[config.mk]
export PLATFORM = sky130hd
export DESIGN_NAME = control_sequencer
export DESIGN_NICKNAME = d
export VERILOG_FILES = /design/src/rtl/control_sequencer.sv
export SDC_FILE = /design/constraint.sdc
export NUM_CORES = 1
export LEC_CHECK = 0
export BUFFER_PORTS_ARGS = -buffer_cell sky130_fd_sc_hd__buf_2
export CORE_ASPECT_RATIO = 1.5
export CORE_MARGIN = 8
export CORE_UTILIZATION = 44
export DETAILED_ROUTE_END_ITERATION = 7
export PLACE_DENSITY = 0.84
export SLEW_MARGIN = 20
export SYNTH_ARGS = -nofsm -noshare
export SYNTH_HDL_FRONTEND = slang
export SYNTH_SLANG_ARGS = --single-unit
[constraint.sdc]
create_clock -name i_clock -period 2.3 [get_ports i_clock]
set_clock_uncertainty 0.1 [all_clocks]
set_input_delay 0.115 -clock i_clock [delete_from_list [all_inputs] [get_ports i_clock]]
set_output_delay 0.115 -clock i_clock [all_outputs]
set_load 0.01 [all_outputs]
[src/rtl/control_sequencer.sv]
// Hardwired fetch/execute sequencer driving the Datapath_P2 strobes from a step counter and IR opcode.
// Optional build macro SINGLE_STEP_EN: park in PAUSE after each instruction until a Step pulse.
//
//  state   | meaning
//  RESET   | held by Clear, all strobes low, Run high
//  T0..T7  | instruction step; T0-T2 fetch, T3+ execute (Read/Write steps repeat until Mem_ready)
//  HALT    | sticky stop, all strobes low, Run low, left only through Clear
//  PAUSE   | single-step gap between instructions (SINGLE_STEP_EN builds only)
module control_sequencer #(
    parameter int OPC_W        = 5,
    parameter bit ILLEGAL_HALT = 1'b1
) (
    input  logic        i_clock,
    input  logic        i_clear,
    input  logic [31:0] i_ir,
    input  logic        i_con_ff,
    input  logic        i_mem_ready,
    input  logic        i_stop,
    input  logic        i_step,
    output logic        o_pcout,
    output logic        o_zhiout,
    output logic        o_zlowout,
    output logic        o_mdrout,
    output logic        o_inportout,
    output logic        o_baout,
    output logic        o_cout,
    output logic        o_marin,
    output logic        o_zin,
    output logic        o_pcin,
    output logic        o_mdrin,
    output logic        o_irin,
    output logic        o_yin,
    output logic        o_outportin,
    output logic        o_rin,
    output logic        o_conin,
    output logic        o_gra,
    output logic        o_grb,
    output logic        o_grc,
    output logic        o_rout,
    output logic        o_incpc,
    output logic        o_read,
    output logic        o_write,
    output logic [3:0]  o_alu_op,
    output logic        o_run
);

    localparam logic [3:0] S_RESET = 4'd0;
    localparam logic [3:0] S_T0    = 4'd1;
    localparam logic [3:0] S_T1    = 4'd2;
    localparam logic [3:0] S_T2    = 4'd3;
    localparam logic [3:0] S_T3    = 4'd4;
    localparam logic [3:0] S_T4    = 4'd5;
    localparam logic [3:0] S_T5    = 4'd6;
    localparam logic [3:0] S_T6    = 4'd7;
    localparam logic [3:0] S_T7    = 4'd8;
    localparam logic [3:0] S_HALT  = 4'd9;
`ifdef SINGLE_STEP_EN
    localparam logic [3:0] S_PAUSE = 4'd10;
    localparam logic [3:0] S_DONE  = S_PAUSE;
`else
    localparam logic [3:0] S_DONE  = S_T0;
`endif

    localparam logic [OPC_W-1:0] OP_LD   = OPC_W'(5'b00000);
    localparam logic [OPC_W-1:0] OP_LDI  = OPC_W'(5'b00001);
    localparam logic [OPC_W-1:0] OP_ST   = OPC_W'(5'b00010);
    localparam logic [OPC_W-1:0] OP_ADD  = OPC_W'(5'b00011);
    localparam logic [OPC_W-1:0] OP_SUB  = OPC_W'(5'b00100);
    localparam logic [OPC_W-1:0] OP_AND  = OPC_W'(5'b00101);
    localparam logic [OPC_W-1:0] OP_OR   = OPC_W'(5'b00110);
    localparam logic [OPC_W-1:0] OP_ADDI = OPC_W'(5'b01100);
    localparam logic [OPC_W-1:0] OP_BR   = OPC_W'(5'b10010);
    localparam logic [OPC_W-1:0] OP_JR   = OPC_W'(5'b10011);
    localparam logic [OPC_W-1:0] OP_JAL  = OPC_W'(5'b10100);
    localparam logic [OPC_W-1:0] OP_IN   = OPC_W'(5'b10101);
    localparam logic [OPC_W-1:0] OP_OUT  = OPC_W'(5'b10110);
    localparam logic [OPC_W-1:0] OP_NOP  = OPC_W'(5'b11001);
    localparam logic [OPC_W-1:0] OP_HALT = OPC_W'(5'b11010);

    logic [3:0]       r_state;
    logic             r_wait;
    logic             r_con;
    logic [3:0]       w_state_next;
    logic             w_hold;
    logic [OPC_W-1:0] w_opc;
    logic             w_op_ld, w_op_ldi, w_op_st, w_op_addi, w_op_br, w_op_jr;
    logic             w_op_jal, w_op_in, w_op_out, w_op_nop, w_op_halt;
    logic             w_is_alu, w_illegal, w_mem_step, w_last_step, w_halt_step;
    logic [3:0]       w_alu_code;
    logic             w_unused;

    assign w_opc     = i_ir[31 -: OPC_W];
    assign w_unused  = &{1'b0, i_ir[31-OPC_W:0], i_step};

    assign w_op_ld   = (w_opc == OP_LD);
    assign w_op_ldi  = (w_opc == OP_LDI);
    assign w_op_st   = (w_opc == OP_ST);
    assign w_op_addi = (w_opc == OP_ADDI);
    assign w_op_br   = (w_opc == OP_BR);
    assign w_op_jr   = (w_opc == OP_JR);
    assign w_op_jal  = (w_opc == OP_JAL);
    assign w_op_in   = (w_opc == OP_IN);
    assign w_op_out  = (w_opc == OP_OUT);
    assign w_op_nop  = (w_opc == OP_NOP);
    assign w_op_halt = (w_opc == OP_HALT);
    assign w_is_alu  = (w_opc == OP_ADD) || (w_opc == OP_SUB) ||
                       (w_opc == OP_AND) || (w_opc == OP_OR);
    assign w_illegal = !(w_is_alu || w_op_ld || w_op_ldi || w_op_st || w_op_addi || w_op_br ||
                         w_op_jr || w_op_jal || w_op_in || w_op_out || w_op_nop || w_op_halt);

    assign w_alu_code = (w_opc == OP_SUB) ? 4'd1 :
                        (w_opc == OP_AND) ? 4'd2 :
                        (w_opc == OP_OR)  ? 4'd3 : 4'd0;

    assign w_mem_step  = (r_state == S_T1) || (r_state == S_T6 && w_op_ld) ||
                         (r_state == S_T7 && w_op_st);
    assign w_halt_step = (r_state == S_T3) && (w_op_halt || (w_illegal && ILLEGAL_HALT));
    // T7 is always terminal so a corrupted IR can never walk the counter into HALT's code.
    assign w_last_step = (r_state == S_T3 && (w_op_jr || w_op_in || w_op_out || w_op_nop || w_illegal)) ||
                         (r_state == S_T4 && w_op_jal) ||
                         (r_state == S_T5 && (w_is_alu || w_op_addi || w_op_ldi)) ||
                         (r_state == S_T6 && w_op_br) ||
                         (r_state == S_T7);

    always_ff @(posedge i_clock) begin
        if (i_clear) begin
            r_state <= S_RESET;
            r_wait  <= 1'b0;
            r_con   <= 1'b0;
        end else begin
            r_state <= w_state_next;
            r_wait  <= w_hold;
            if (r_state == S_T5) r_con <= i_con_ff;
        end
    end

    always_comb begin
        w_state_next = S_RESET;
        w_hold       = 1'b0;
        case (r_state)
            S_RESET: w_state_next = S_T0;
            S_T0, S_T1, S_T2, S_T3, S_T4, S_T5, S_T6, S_T7: begin
                w_hold = w_mem_step && !i_mem_ready;
                if (w_hold)           w_state_next = r_state;
                else if (w_halt_step) w_state_next = S_HALT;
                else if (w_last_step) w_state_next = i_stop ? S_HALT : S_DONE;
                else                  w_state_next = r_state + 4'd1;
            end
            S_HALT:  w_state_next = S_HALT;
`ifdef SINGLE_STEP_EN
            S_PAUSE: w_state_next = i_stop ? S_HALT : (i_step ? S_T0 : S_PAUSE);
`endif
            default: w_state_next = S_RESET;
        endcase
    end

    always_comb begin
        o_pcout = 1'b0; o_zhiout = 1'b0; o_zlowout = 1'b0; o_mdrout = 1'b0;
        o_inportout = 1'b0; o_baout = 1'b0; o_cout = 1'b0;
        o_marin = 1'b0; o_zin = 1'b0; o_pcin = 1'b0; o_mdrin = 1'b0; o_irin = 1'b0;
        o_yin = 1'b0; o_outportin = 1'b0; o_rin = 1'b0; o_conin = 1'b0;
        o_gra = 1'b0; o_grb = 1'b0; o_grc = 1'b0; o_rout = 1'b0;
        o_incpc = 1'b0; o_read = 1'b0; o_write = 1'b0;
        o_alu_op = 4'd0;
        o_run = (r_state != S_HALT);
        case (r_state)
            S_T0: begin o_pcout = 1'b1; o_marin = 1'b1; o_incpc = 1'b1; o_zin = 1'b1; end
            // PC must load only once even if the fetch read stretches.
            S_T1: begin o_zlowout = 1'b1; o_pcin = !r_wait; o_read = 1'b1; o_mdrin = 1'b1; end
            S_T2: begin o_mdrout = 1'b1; o_irin = 1'b1; end
            S_T3: begin
                if (w_is_alu || w_op_addi) begin o_grb = 1'b1; o_rout = 1'b1; o_yin = 1'b1; end
                else if (w_op_ld || w_op_ldi || w_op_st) begin o_grb = 1'b1; o_baout = 1'b1; o_yin = 1'b1; end
                else if (w_op_br) begin o_gra = 1'b1; o_rout = 1'b1; o_conin = 1'b1; end
                else if (w_op_jr) begin o_gra = 1'b1; o_rout = 1'b1; o_pcin = 1'b1; end
                else if (w_op_jal) begin o_pcout = 1'b1; o_grb = 1'b1; o_rin = 1'b1; end
                else if (w_op_in) begin o_inportout = 1'b1; o_gra = 1'b1; o_rin = 1'b1; end
                else if (w_op_out) begin o_gra = 1'b1; o_rout = 1'b1; o_outportin = 1'b1; end
            end
            S_T4: begin
                if (w_is_alu) begin o_grc = 1'b1; o_rout = 1'b1; o_zin = 1'b1; o_alu_op = w_alu_code; end
                else if (w_op_addi || w_op_ldi || w_op_ld || w_op_st) begin o_cout = 1'b1; o_zin = 1'b1; end
                else if (w_op_br) begin o_pcout = 1'b1; o_yin = 1'b1; end
                else if (w_op_jal) begin o_gra = 1'b1; o_rout = 1'b1; o_pcin = 1'b1; end
            end
            S_T5: begin
                if (w_is_alu || w_op_addi || w_op_ldi) begin o_zlowout = 1'b1; o_gra = 1'b1; o_rin = 1'b1; end
                else if (w_op_ld || w_op_st) begin o_zlowout = 1'b1; o_marin = 1'b1; end
                else if (w_op_br) begin o_cout = 1'b1; o_zin = 1'b1; end
            end
            S_T6: begin
                if (w_op_ld) begin o_read = 1'b1; o_mdrin = 1'b1; end
                else if (w_op_st) begin o_gra = 1'b1; o_rout = 1'b1; o_mdrin = 1'b1; end
                else if (w_op_br && r_con) begin o_zlowout = 1'b1; o_pcin = 1'b1; end
            end
            S_T7: begin
                if (w_op_ld) begin o_mdrout = 1'b1; o_gra = 1'b1; o_rin = 1'b1; end
                else if (w_op_st) o_write = 1'b1;
            end
            default: ;
        endcase
    end

endmodule

==> impl_metrics.py, run 1 <==
metrics = {
    "pwr": {
        "p_leak_nw": 0.6161,
        "pwr_density_cell_nw_per_um2": 397.2,
        "peakVddDrop_v": 0.0003070,
    },
    "die": {
        "core_um2": 2590,
        "rows": 23,
        "dieArea_um2": 4558,
        "start_util": 0.4464,
        "dieWidth_um": 57.86,
        "num_io_pins": 66,
        "die_h_um": 78.78,
    },
    "clock_network": {
        "cts-root-buf": "clkbuf_8",
        "clkTransAtPathRegs_ns": 0.03,
        "clk_path_buf_depth": 2,
        "hold_buffers": 0,
        "tritoncts": "yes",
        "cts_htree_levels": 1,
        "clock_sink_count": 6,
        "cts_buffers": 3,
        "clock_latency_ns": 0.21,
    },
    "synth": {
        "synth_cell_type_count": 55,
        "async_flop_share": 0,
        "synthTopCellsByArea": "dfxtp_1, a21oi_1, buf_2",
        "netlist.area_leader.share": 0.1039,
        "synth_flop_cell": "dfxtp_1",
        "netlist_instances": 171,
        "syn_area_per_cell_um2": 6.761,
        "post-synth-top-area-cell": "dfxtp_1",
        "synth_area_um2": 1156,
        "yosysMostFrequentCell": "a21oi_1",
        "synth_common_cells": "a21oi_1, buf_2, nor2_1",
        "yosysWarnings": 0,
        "synth-edff-count": 0,
        "yosysSeqAreaShare": 0.1039,
        "ys_ff_latch": 6,
    },
    "detailed_routing": {
        "drc": 0,
        "final_antenna_net_count": 0,
        "vias": 1419,
        "wirelength_um": 3526,
        "drt_first_pass_iters": 5,
        "wire_per_inst_um": 15.46,
        "routed_via_density": 6.224,
        "drtIter0Drc": 54,
    },
    "global_route": {
        "grt_overflow": 0,
        "first_global_vias": 1231,
        "antenna_found_initial": 0,
        "grt_pass1_wl_um": 5740,
        "grt_max_degree": 23,
        "grtUsageTotal": 0.1485,
    },
    "final_layout": {
        "syn2layout_area_growth_pct": 23.59,
        "fin_cells": 228,
        "diodes": 0,
        "finalNetCount": 247,
        "fin_util": 0.5517,
        "drive_above_1_share": 0.3300,
        "postLayoutCellArea_um2": 1429,
    },
    "worst_hold_path": {
        "worstHoldStart": "i_clear",
        "worstHoldPathType": "in -> reg",
    },
    "sta": {
        "tightest_slew_ns": 0.4861,
        "period_needed_ns": 2.251,
        "final_hold_viol_count": 0,
        "drv_slew": 0,
        "relSlewSlack": 0.6725,
        "fmax_mhz": 444.3,
        "setup_viol": 0,
        "period_share": 0.9786,
    },
    "critical_path": {
        "slowest_stage": "a2111oi_0",
        "worst_path_largest_cell_delay_ns": 0.52,
        "start_kind": "flop",
        "startpoint": "r_state[1]",
        "required_ns": 2.36,
        "worst_path_most_repeated_cell": "a2111oi_0",
        "cp_data_arrival_time_ns": 2.31,
        "crit_path_end_kind": "flop",
        "crit_chain": "inv_2 -> ha_1 -> a2111oi_0 -> o21ai_0 -> nand4b_1 -> a2111oi_0 -> a31o_2",
        "timing.rr.start": "r_state[1]",
        "path_max_fanout": 5,
        "critical_path_class": "reg -> reg",
    },
    "placed_design": {
        "post-dp-hpwl_um": 2743,
        "dp.cells": 222,
        "placed_cell_area_um2": 1335,
        "place_congestion": 0.9207,
        "io_buffers": 34,
    },
    "run": {
        "cap_violations": 0,
    },
    "run_status": {
        "status": "completed",
    },
}
area by class of cell:
type | count | area (um^2)
clock buffers | 3 | 41.29
flip-flops and latches | 6 | 122.6
multi-input cells | 139 | 932.1
inverters | 7 | 26.28
well taps | 25 | 31.28
repair buffers | 48 | 275.3
fillers | 265 | 1161
worst max-delay path, delay by kind of cell, from the launching register on:
family,cells,cell delay [ns]
AO/OA/AOI/OAI,4,1.22
adder cells (fa/ha/maj),1,0.26
buffers and inverters,1,0.09
flip-flops,1,0.34
AND/OR/NAND/NOR,1,0.18
flip-flops by register name (all words and copies together) (netlist names):
register  count
r_con         1
r_state       4
r_wait        1
final timing paths:
path           endpoint  slack, ns  cells after the start
max          r_state[2]       0.05                      7
min          r_state[1]       0.03                      2
max reg2reg  r_state[2]       0.05                      7
min reg2reg       r_con       0.38                      2
layout by cell type, fill, tap and decap left out, types with 3 or more instances in the layout:
master    count
nand2b_1      6
inv_1         5
nand2_1      10
a21oi_1      13
conb_1        3
buf_2        34
dfxtp_1       4
buf_4        14
nand4b_1      3
ha_1          3
nor2_1       12
nor2b_1       6
o21ai_0      11
and3_1        3
o211ai_1      4
nand3_1       8
nor3_1        3
nand3b_1      3
and2_1        3
clkbuf_8      3
cell families (layout without fill, tap and decap cells):
kind of cell / Yosys count / count (layout) / share of synthesized area
other: 1 / 3 / 0.003244
buffers and inverters: 28 / 58 / 0.1201
xor gates and xnor gates: 3 / 3 / 0.02273
and+or+nand+nor: 75 / 75 / 0.3820
AOI/OAI and AO/OA: 54 / 54 / 0.3247
DFF: 6 / 6 / 0.1039
adders and majority gates: 4 / 4 / 0.04329
where the power goes:
| part | leakage [nW] | total [mW] | switching, mW | internal [mW] |
|---|---|---|---|---|
| Sequential | 0.0497 | 0.124 | 0.0108 | 0.113 |
| Clock | 0.0216 | 0.148 | 0.0368 | 0.112 |
| Combinational | 0.545 | 0.296 | 0.165 | 0.130 |
| Total | 0.616 | 0.568 | 0.213 | 0.355 |
routing by layer:
| metal | vias up | GRT usage | wire, um |
|---|---|---|---|
| met1 | 664 | 0.1626 | 1367 |
| li1 | 690 | - | - |
| met4 | 0 | 0.02709 | 57 |
| met3 | 7 | 0.03393 | 253 |
| met2 | 58 | 0.2803 | 1848 |
| met5 | - | 0 | 0 |
timing repair:
| item | in CTS | in global routing |
|---|---|---|
| pin swaps | 0 | 3 |
| endpoints found under the setup margin | 4 | 5 |
| buffers inserted | 0 | 3 |
| gates cloned | 0 | 0 |
| resized for setup | 3 | 7 |
metrics by stage:
step	TNS (ns)	hold slack, ns	total power, mW	setup WS, ns
final	0	0.02656	0.5676	0.04911
after global routing	-0.03623	0.03156	0.6090	-0.02227
after CTS	0	0.02183	0.5541	0.002591
after detailed placement	0	0.2506	0.3896	0.01840
after global placement	0	0.2487	0.3832	0.09860
after floorplan	0	0.08407	0.3121	0.2570
No activity file was read; power rests on OpenSTA's default activity.
==> run 2: changes to the inputs <==
--- a/config.mk
+++ b/config.mk
@@ -8,9 +8,9 @@
 export BUFFER_PORTS_ARGS = -buffer_cell sky130_fd_sc_hd__buf_2
 export CORE_ASPECT_RATIO = 1.5
 export CORE_MARGIN = 8
-export CORE_UTILIZATION = 44
+export CORE_UTILIZATION = 45
 export DETAILED_ROUTE_END_ITERATION = 7
-export PLACE_DENSITY = 0.84
+export PLACE_DENSITY = 0.86
 export SLEW_MARGIN = 20
 export SYNTH_ARGS = -nofsm -noshare
 export SYNTH_HDL_FRONTEND = slang
==> constraint.sdc (replaced) <==
create_clock -name i_clock -period 2.75 [get_ports i_clock]
set_clock_uncertainty 0.1 [all_clocks]
set_input_delay 0.1375 -clock i_clock [delete_from_list [all_inputs] [get_ports i_clock]]
set_output_delay 0.1375 -clock i_clock [all_outputs]
set_load 0.01 [all_outputs]
==> run 2 against run 1 <==
Effect of this change:
- power is 30% lower
- count of clock-buffer cells in the layout stayed put
- wire length is 4.7% lower
- flip-flop and latch count stayed put
- critical endpoint is now o_gra
- hold slack worse by 0.015 ns
- non-clock buffer count is 12 lower
- critical path depth is 1 higher
==> impl_metrics.py, run 2 (synthesis results as in run 1) <==
metrics = {
    "run_status": {
        "status": "completed",
    },
    "pwr": {
        "p_leak_nw": 0.5400,
        "peakVddDrop_v": 0.0003149,
        "power.total_mw": 0.3947,
        "pwr_density_cell_nw_per_um2": 306.2,
    },
    "clock_network": {
        "cts_buffers": 3,
        "clock_sink_count": 6,
        "post-cts-setup-buffers": 0,
        "cts_htree_levels": 1,
        "tritoncts": "yes",
        "clkTransAtPathRegs_ns": 0.05,
        "clk_path_buf_depth": 2,
        "hold_buffers": 0,
        "clock_latency_ns": 0.25,
        "cts_resized": 0,
        "cts-root-buf": "clkbuf_4",
    },
    "detailed_routing": {
        "vias": 1348,
        "wirelength_um": 3361,
        "drtIter0Drc": 54,
        "final_antenna_net_count": 0,
        "drc": 0,
        "routed_via_density": 6.270,
        "drt_first_pass_iters": 4,
        "wire_per_inst_um": 15.63,
    },
    "placed_design": {
        "io_buffers": 34,
        "post-dp-hpwl_um": 2629,
        "place_congestion": 0.8661,
    },
    "critical_path": {
        "start_kind": "flop",
        "crit_path_end_kind": "primary output",
        "cp_data_arrival_time_ns": 2.30,
        "required_ns": 2.51,
        "critical_path_class": "reg -> out",
        "r2r_slack_ns": 0.46,
        "path_max_fanout": 7,
    },
    "sta": {
        "rsz0062_at_grt": "no",
        "period_needed_ns": 2.535,
        "timing.setup.tns_ns": 0,
        "setup_viol": 0,
        "tightest_slew_ns": 0.5777,
        "relSlewSlack": 0.6143,
        "drv_slew": 0,
        "period_share": 0.9219,
        "final_hold_viol_count": 0,
        "fmax_mhz": 394.4,
    },
    "run": {
        "cap_violations": 0,
    },
    "final_layout": {
        "largest_reg_flops": 4,
        "most-common-layout-cells": "buf_2, a21oi_1, nor2_1",
        "regMostFlops": "r_state",
        "reg_top3": "r_state (4), r_con (1), r_wait (1)",
        "diodes": 0,
        "finalNetCount": 235,
        "syn2layout_area_growth_pct": 11.47,
        "layout_commonest_cell": "buf_2",
        "drive_above_1_share": 0.2513,
    },
    "global_route": {
        "first_global_vias": 1289,
        "grt_pass1_wl_um": 5568,
        "antenna_found_initial": 0,
        "grtUsageTotal": 0.1488,
        "grt_overflow": 0,
        "grt_max_degree": 21,
    },
    "die": {
        "core_um2": 2450,
        "start_util": 0.4719,
        "num_io_pins": 66,
        "rows": 22,
        "dieArea_um2": 4481,
        "die_h_um": 78.08,
        "dieWidth_um": 57.39,
    },
    "worst_hold_path": {
        "worstHoldPathType": "in -> reg",
    },
}
[run 2: changes by cell type in the layout (fill, tap and decap cells not counted), moves of 2 or more]
cell and delta:
inv_2 -2, clkbuf_8 -3, dfxtp_2 -2, inv_1 +2
clkbuf_4 +3, dfxtp_1 +2, buf_4 -12
[run 2: layout make-up]
type	count	area [um^2]
timing repair buffer	36	185.2
sequential	6	120.1
clock buffer	3	22.52
tap	24	30.03
fill	246	1161
multi-input combinational	139	904.6
inverter	7	26.28
[run 2: final timing paths]
path,from,cells after the start,end
worst max-delay path,r_state[0],8,o_gra
worst min-delay path,i_clear,2,r_state[1]
worst max register to register,r_state[0],7,r_state[1]
worst min register to register,r_con,2,r_con
[run 2: metrics by stage]
stage                       util  instance area (um^2)  hold slack, ns  cells  setup slack (ns)
after floorplan                -                  1164          0.1066    173            0.7070
after global placement    0.5169                  1266          0.2720    212            0.4767
after detailed placement  0.5169                  1266          0.2761    212            0.4866
after CTS                 0.5260                  1289        0.007792    215            0.1967
after global routing      0.5260                  1289         0.01588    215           0.02416
final                     0.5260                  1289         0.01166    215            0.2147
[run 2: metal layers]
metal,vias up,global-route usage,share of wire
li1,669,-,-
met1,637,0.1490,0.38
met2,36,0.2922,0.57
met3,6,0.01142,0.041
met4,0,0.07305,0.015
met5,-,0,0
[run 2: critical path, cell delays in order (launching register included)]
cell and delay (ns):
dfxtp_1 0.33, inv_1 0.12, ha_1 0.31, nand3b_1 0.15, or4_1 0.46, nor3_1 0.25
nor2_1 0.12, o311ai_0 0.11, buf_2 0.20
[run 2: power by group]
part | total (mW) | switching [mW] | internal [mW]
Combinational | 0.212 | 0.126 | 0.0859
Clock | 0.0812 | 0.0318 | 0.0494
Sequential | 0.101 | 0.00795 | 0.0934
